==> config.mk <==
export PLATFORM = sky130hd
export DESIGN_NAME = keycode_decoder
export DESIGN_NICKNAME = d
export VERILOG_FILES = /design/src/rtl/keycode_decoder.sv
export SDC_FILE = /design/constraint.sdc
export NUM_CORES = 1
export LEC_CHECK = 0
export CAP_MARGIN = 20
export CORE_UTILIZATION = 45
export DETAILED_ROUTE_END_ITERATION = 10
export PLACE_DENSITY = 0.7
export SYNTH_ARGS = -nofsm -noshare
export SYNTH_HDL_FRONTEND = slang
export SYNTH_SLANG_ARGS = --single-unit
export TNS_END_PERCENT = 20
==> constraint.sdc <==
create_clock -name clk_i -period 3.5 [get_ports clk_i]
set_clock_uncertainty 0.1 [all_clocks]
set_input_delay 1.05 -clock clk_i [delete_from_list [all_inputs] [get_ports clk_i]]
set_output_delay 1.05 -clock clk_i [all_outputs]
set_load 0.02 [all_outputs]
==> src/rtl/keycode_decoder.sv <==
// PS/2 set-2 scancode to key-event decoder: prefix FSM, keycode ROM lookup, event FIFO.
// Optional held-modifier tracking is enabled with `define KEYCODE_DECODER_MODIFIERS_EN.
module keycode_decoder #(
  parameter int DEPTH = 4
) (
  input  logic       clk_i,
  input  logic       rst_i,
  input  logic       scancode_valid_i,
  input  logic [7:0] scancode_i,
  output logic [8:0] rom_addr_o,
  input  logic [7:0] rom_data_i,
  output logic       event_valid_o,
  input  logic       event_ready_i,
  output logic       event_break_o,
  output logic [7:0] event_keycode_o,
  output logic       overflow_o,
  input  logic       overflow_clr_i,
  output logic [2:0] modifiers_o
);
  localparam int PW = $clog2(DEPTH);
  localparam int CW = PW + 1;

  typedef enum logic [2:0] {IDLE, EXT, BRK, EXT_BRK, LOOKUP, WRITE} state_t;

  state_t          state_q, state_d;
  logic [8:0]      rom_addr_q, rom_addr_d;
  logic            brk_q, brk_d;
  logic            ovf_q, ovf_d;
  logic [8:0]      mem_q [DEPTH];
  logic [8:0]      mem_d [DEPTH];
  logic [PW-1:0]   wr_ptr_q, wr_ptr_d, rd_ptr_q, rd_ptr_d;
  logic [CW-1:0]   cnt_q, cnt_d;

  logic ext_f, brk_f, drop_b, push, pop, full, ovf_set;

  assign full  = (cnt_q == CW'(DEPTH));
  assign pop   = (cnt_q != '0) && event_ready_i;
  assign ext_f = (state_q == EXT) || (state_q == EXT_BRK);
  assign brk_f = (state_q == BRK) || (state_q == EXT_BRK);

  always_comb begin
    drop_b = 1'b0;
    case (scancode_i)
      8'h00, 8'hAA, 8'hEE, 8'hFA, 8'hFE, 8'hFF, 8'hE1: drop_b = 1'b1;
      default: drop_b = 1'b0;
    endcase
  end

  always_comb begin
    state_d    = state_q;
    rom_addr_d = rom_addr_q;
    brk_d      = brk_q;
    ovf_set    = 1'b0;
    push       = 1'b0;
    case (state_q)
      IDLE, EXT, BRK, EXT_BRK: begin
        if (scancode_valid_i) begin
          if (scancode_i == 8'hE0)      state_d = brk_f ? EXT_BRK : EXT;
          else if (scancode_i == 8'hF0) state_d = ext_f ? EXT_BRK : BRK;
          else if (drop_b)              state_d = IDLE;
          else begin
            rom_addr_d = {ext_f, scancode_i};
            brk_d      = brk_f;
            state_d    = LOOKUP;
          end
        end
      end
      LOOKUP: begin
        ovf_set = scancode_valid_i;
        state_d = WRITE;
      end
      WRITE: begin
        // A zero ROM word marks an unmapped scancode: swallow it silently.
        if (rom_data_i != 8'h00) begin
          if (full && !pop) ovf_set = 1'b1;
          else              push    = 1'b1;
        end
        if (scancode_valid_i) ovf_set = 1'b1;
        brk_d   = 1'b0;
        state_d = IDLE;
      end
      default: state_d = IDLE;
    endcase
  end

  always_comb begin
    mem_d    = mem_q;
    wr_ptr_d = wr_ptr_q;
    rd_ptr_d = rd_ptr_q;
    cnt_d    = cnt_q;
    if (push) begin
      mem_d[wr_ptr_q] = {brk_q, rom_data_i};
      wr_ptr_d        = wr_ptr_q + 1'b1;
    end
    if (pop) rd_ptr_d = rd_ptr_q + 1'b1;
    if (push && !pop)      cnt_d = cnt_q + 1'b1;
    else if (pop && !push) cnt_d = cnt_q - 1'b1;
    ovf_d = ovf_set ? 1'b1 : (overflow_clr_i ? 1'b0 : ovf_q);
  end

  always_ff @(posedge clk_i or posedge rst_i) begin
    if (rst_i) begin
      state_q    <= IDLE;
      rom_addr_q <= '0;
      brk_q      <= 1'b0;
      ovf_q      <= 1'b0;
      wr_ptr_q   <= '0;
      rd_ptr_q   <= '0;
      cnt_q      <= '0;
      for (int i = 0; i < DEPTH; i++) mem_q[i] <= '0;
    end else begin
      state_q    <= state_d;
      rom_addr_q <= rom_addr_d;
      brk_q      <= brk_d;
      ovf_q      <= ovf_d;
      wr_ptr_q   <= wr_ptr_d;
      rd_ptr_q   <= rd_ptr_d;
      cnt_q      <= cnt_d;
      mem_q      <= mem_d;
    end
  end

  assign rom_addr_o                       = rom_addr_q;
  assign event_valid_o                    = (cnt_q != '0);
  assign {event_break_o, event_keycode_o} = mem_q[rd_ptr_q];
  assign overflow_o                       = ovf_q;

`ifdef KEYCODE_DECODER_MODIFIERS_EN
  // held bits: {Ralt, Lalt, Rctrl, Lctrl, Rshift, Lshift}
  logic [5:0] held_q, held_d;

  always_comb begin
    held_d = held_q;
    if (state_q == WRITE) begin
      case (rom_addr_q)
        9'h012: held_d[0] = ~brk_q;
        9'h059: held_d[1] = ~brk_q;
        9'h014: held_d[2] = ~brk_q;
        9'h114: held_d[3] = ~brk_q;
        9'h011: held_d[4] = ~brk_q;
        9'h111: held_d[5] = ~brk_q;
        default: held_d = held_q;
      endcase
    end
  end

  always_ff @(posedge clk_i or posedge rst_i) begin
    if (rst_i) held_q <= '0;
    else       held_q <= held_d;
  end

  assign modifiers_o = {held_q[5] | held_q[4], held_q[3] | held_q[2], held_q[1] | held_q[0]};
`else
  assign modifiers_o = 3'b000;
`endif

endmodule

==> flow_summary.ini <==
[critical_path]
cp_max_fo = 9
setup.worst_path.class = register to primary output
worstPathArrival_ns = 2.06
critPathCaptureType = primary output
r2r_setup_slack_ns = 1.29
critical_path_required_ns = 2.35
crit_path_start_kind = register

[pwr]
vdd_drop_max_mv = 0.409
power_density_nw_per_um2 = 925
power_uw = 3130
p_leak_uw = 0.00150

[timing]
hold_viol = 0
tightest_slew_ns = 0.586
layout_min_cycle_time_ns = 3.21
fmax_mhz = 312
finalMaxSlewViolations = 0
maxSlewHeadroom = 0.609
setup_ws_ns = 0.292
rsz0062_at_grt = no
setup_viol = 0
period_share = 0.917
tns_ns = 0

[die]
core_um2 = 5610
initial_core_util = 0.473
boundaryPins = 44
die_area_um2 = 6210
die_w_um = 78.8
num_rows = 27
die_y_um = 78.8

[cts]
cts_resized = 0
clkLatencyLatePin_ns = 0.34
postCtsSetupRepairBufs = 0
cts_root_buffer = clkbuf_8
clock_path_buffers = 2
cts-buffers-inserted = 9
clk_pin_slew_ns = 0.06
cts_hold_buf = 0
h-tree-depth = 3
tritoncts = yes
cts.sinks = 57

[yosys]
synth_xor_area_frac = 0.0231
yosysSeqAreaShare = 0.537
ys_ff_latch = 57
syn_avg_cell_area_um2 = 14.3
synth.area.mux_share = 0.287
synth_edf_count = 0
synth-simple-area-share = 0.0575
synth_compound_area_frac = 0.0264
synth_cells = 185
ys_warn_count = 0
synthArstFlopShare = 1.00
synth_top_family_by_area = multiplexers
synth_area_um2 = 2650
synthAdderAreaFrac = 0.0354
ys.flop_type = dfrtp_1
yosysUniqueCellTypes = 38

[cells_and_area]
utilization = 0.604
antenna_cells = 0
multi_input_area_um2 = 1150
final_nets = 270
num-fill-cells = 460
drive_gt1_frac = 0.329
register_area_um2 = 1430
design_area_um2 = 3390
syn2layout_area_growth_pct = 27.6

[placement]
dp_hpwl_um = 3340
io_buffers = 40
pre_cts_ws_ns = 0.00975
gp_congestion = 0.750
post_dp_cell_area_um2 = 3220

[routing]
wl_met3_um = 240
vias = 1649
firstDrtPassIters = 4
wl_met2_um = 2340
drc = 0
drt_iter0_markers = 38
route.layer.met1.wl_um = 2160
ant_nets = 0
wire_per_inst_um = 15.2
drt-total-wl_um = 4820
dr.max_layer_used = met4
avgViaCountPerCell = 5.19

[grt]
grt_overflow = 0
grt_max_degree = 32
grt_pass1_wl_um = 8140
grt_pass1_vias = 1660
grt.total_usage = 0.179
antenna_found_initial = 0

[worst_hold_path]
min_path_type = register to register

[run_status]
status = completed

[flow_run]
cap_violations = 0
[placed cells by master (no fill, tap or decap), types with 2 or more instances in the layout]
cell type	n
mux2_4	8
clkdlybuf4s50_1	40
conb_1	3
dfrtp_1	57
nand2_1	10
ha_1	5
xor2_1	2
a21oi_1	3
buf_12	2
mux4_2	9
nor2_1	3
clkbuf_8	11
or3_1	2
o21ai_0	3
nor2b_1	3
nor4_1	2
xnor2_1	5
buf_4	11
inv_1	8
clkbuf_1	3
mux2_2	38
[layer usage]
metal  up-vias  track usage
met5         -            0
met4         0       0.0667
met3         9       0.0598
met2        46        0.292
met1       823        0.221
li1        771            -
[worst max-delay path: stages (launching register included)]
cell             delay, ns
dfrtp_1               0.38
buf_4                 0.25
mux4_2                0.54
clkdlybuf4s50_1       0.56
[worst paths after layout]
kind,from,to,cells after the start
setup / recovery,rd_ptr_q[0],event_keycode_o[7],3
hold / removal,mem_q[26],mem_q[26],1
setup reg to reg,cnt_q[0],cnt_q[2],8
hold reg to reg,mem_q[26],mem_q[26],1
max in group asynchronous,rst_i,state_q[2],3
min in group asynchronous,rst_i,rom_addr_o[6],2
[metrics by stage]
step / hold WS [ns] / cells
floorplan: 0.347 / 187
global placement: 0.365 / 304
detailed placement: 0.371 / 304
CTS: 0.404 / 318
global route: 0.418 / 318
finish: 0.402 / 318
[area by class of cell]
class / count / share of cell area
well taps: 72 / 0.0266
clock buffers: 14 / 0.0480
repair buffers: 53 / 0.154
inverters: 9 / 0.00998
multi-input cells: 113 / 0.340
flip-flops and latches: 57 / 0.421
[synth_stat cells (2+ instances only)]
| cell type | number | share of area |
|---|---|---|
| o21ai_0 | 3 | 0.0057 |
| mux2_4 | 8 | 0.045 |
| a21oi_1 | 3 | 0.0057 |
| buf_4 | 3 | 0.0085 |
| buf_2 | 2 | 0.0038 |
| inv_1 | 9 | 0.013 |
| ha_1 | 5 | 0.024 |
| nor2_1 | 3 | 0.0042 |
| nand2_1 | 10 | 0.014 |
| xor2_1 | 2 | 0.0066 |
| nor4_1 | 2 | 0.0047 |
| xnor2_1 | 5 | 0.017 |
| nor2b_1 | 3 | 0.0071 |
| or3_1 | 2 | 0.0047 |
| mux4_2 | 9 | 0.076 |
| mux2_2 | 38 | 0.16 |
| dfrtp_1 | 57 | 0.54 |
[power breakdown]
group | internal, uW | switching, uW
registers | 983 | 207
logic | 844 | 574
clock network | 288 | 236
total | 2120 | 1020
[logic make-up (layout without fill, tap and decap cells)]
group                      after synthesis  after routing
AOI/OAI and AO/OA                       11             11
xor gates and xnor gates                 7              7
DFF                                     57             57
adders and majority gates                7              7
and+or+nand+nor                         29             29
muxes                                   56             56
buffers and inverters                   17             76
other                                    1              3
[flip-flops by register name (all words and copies together) (netlist names)]
signal      flops
brk_q           1
cnt_q           3
mem_q          36
wr_ptr_q        2
rd_ptr_q        2
rom_addr_o      9
state_q         3
overflow_o      1
No activity file was read; power rests on OpenSTA's default activity.
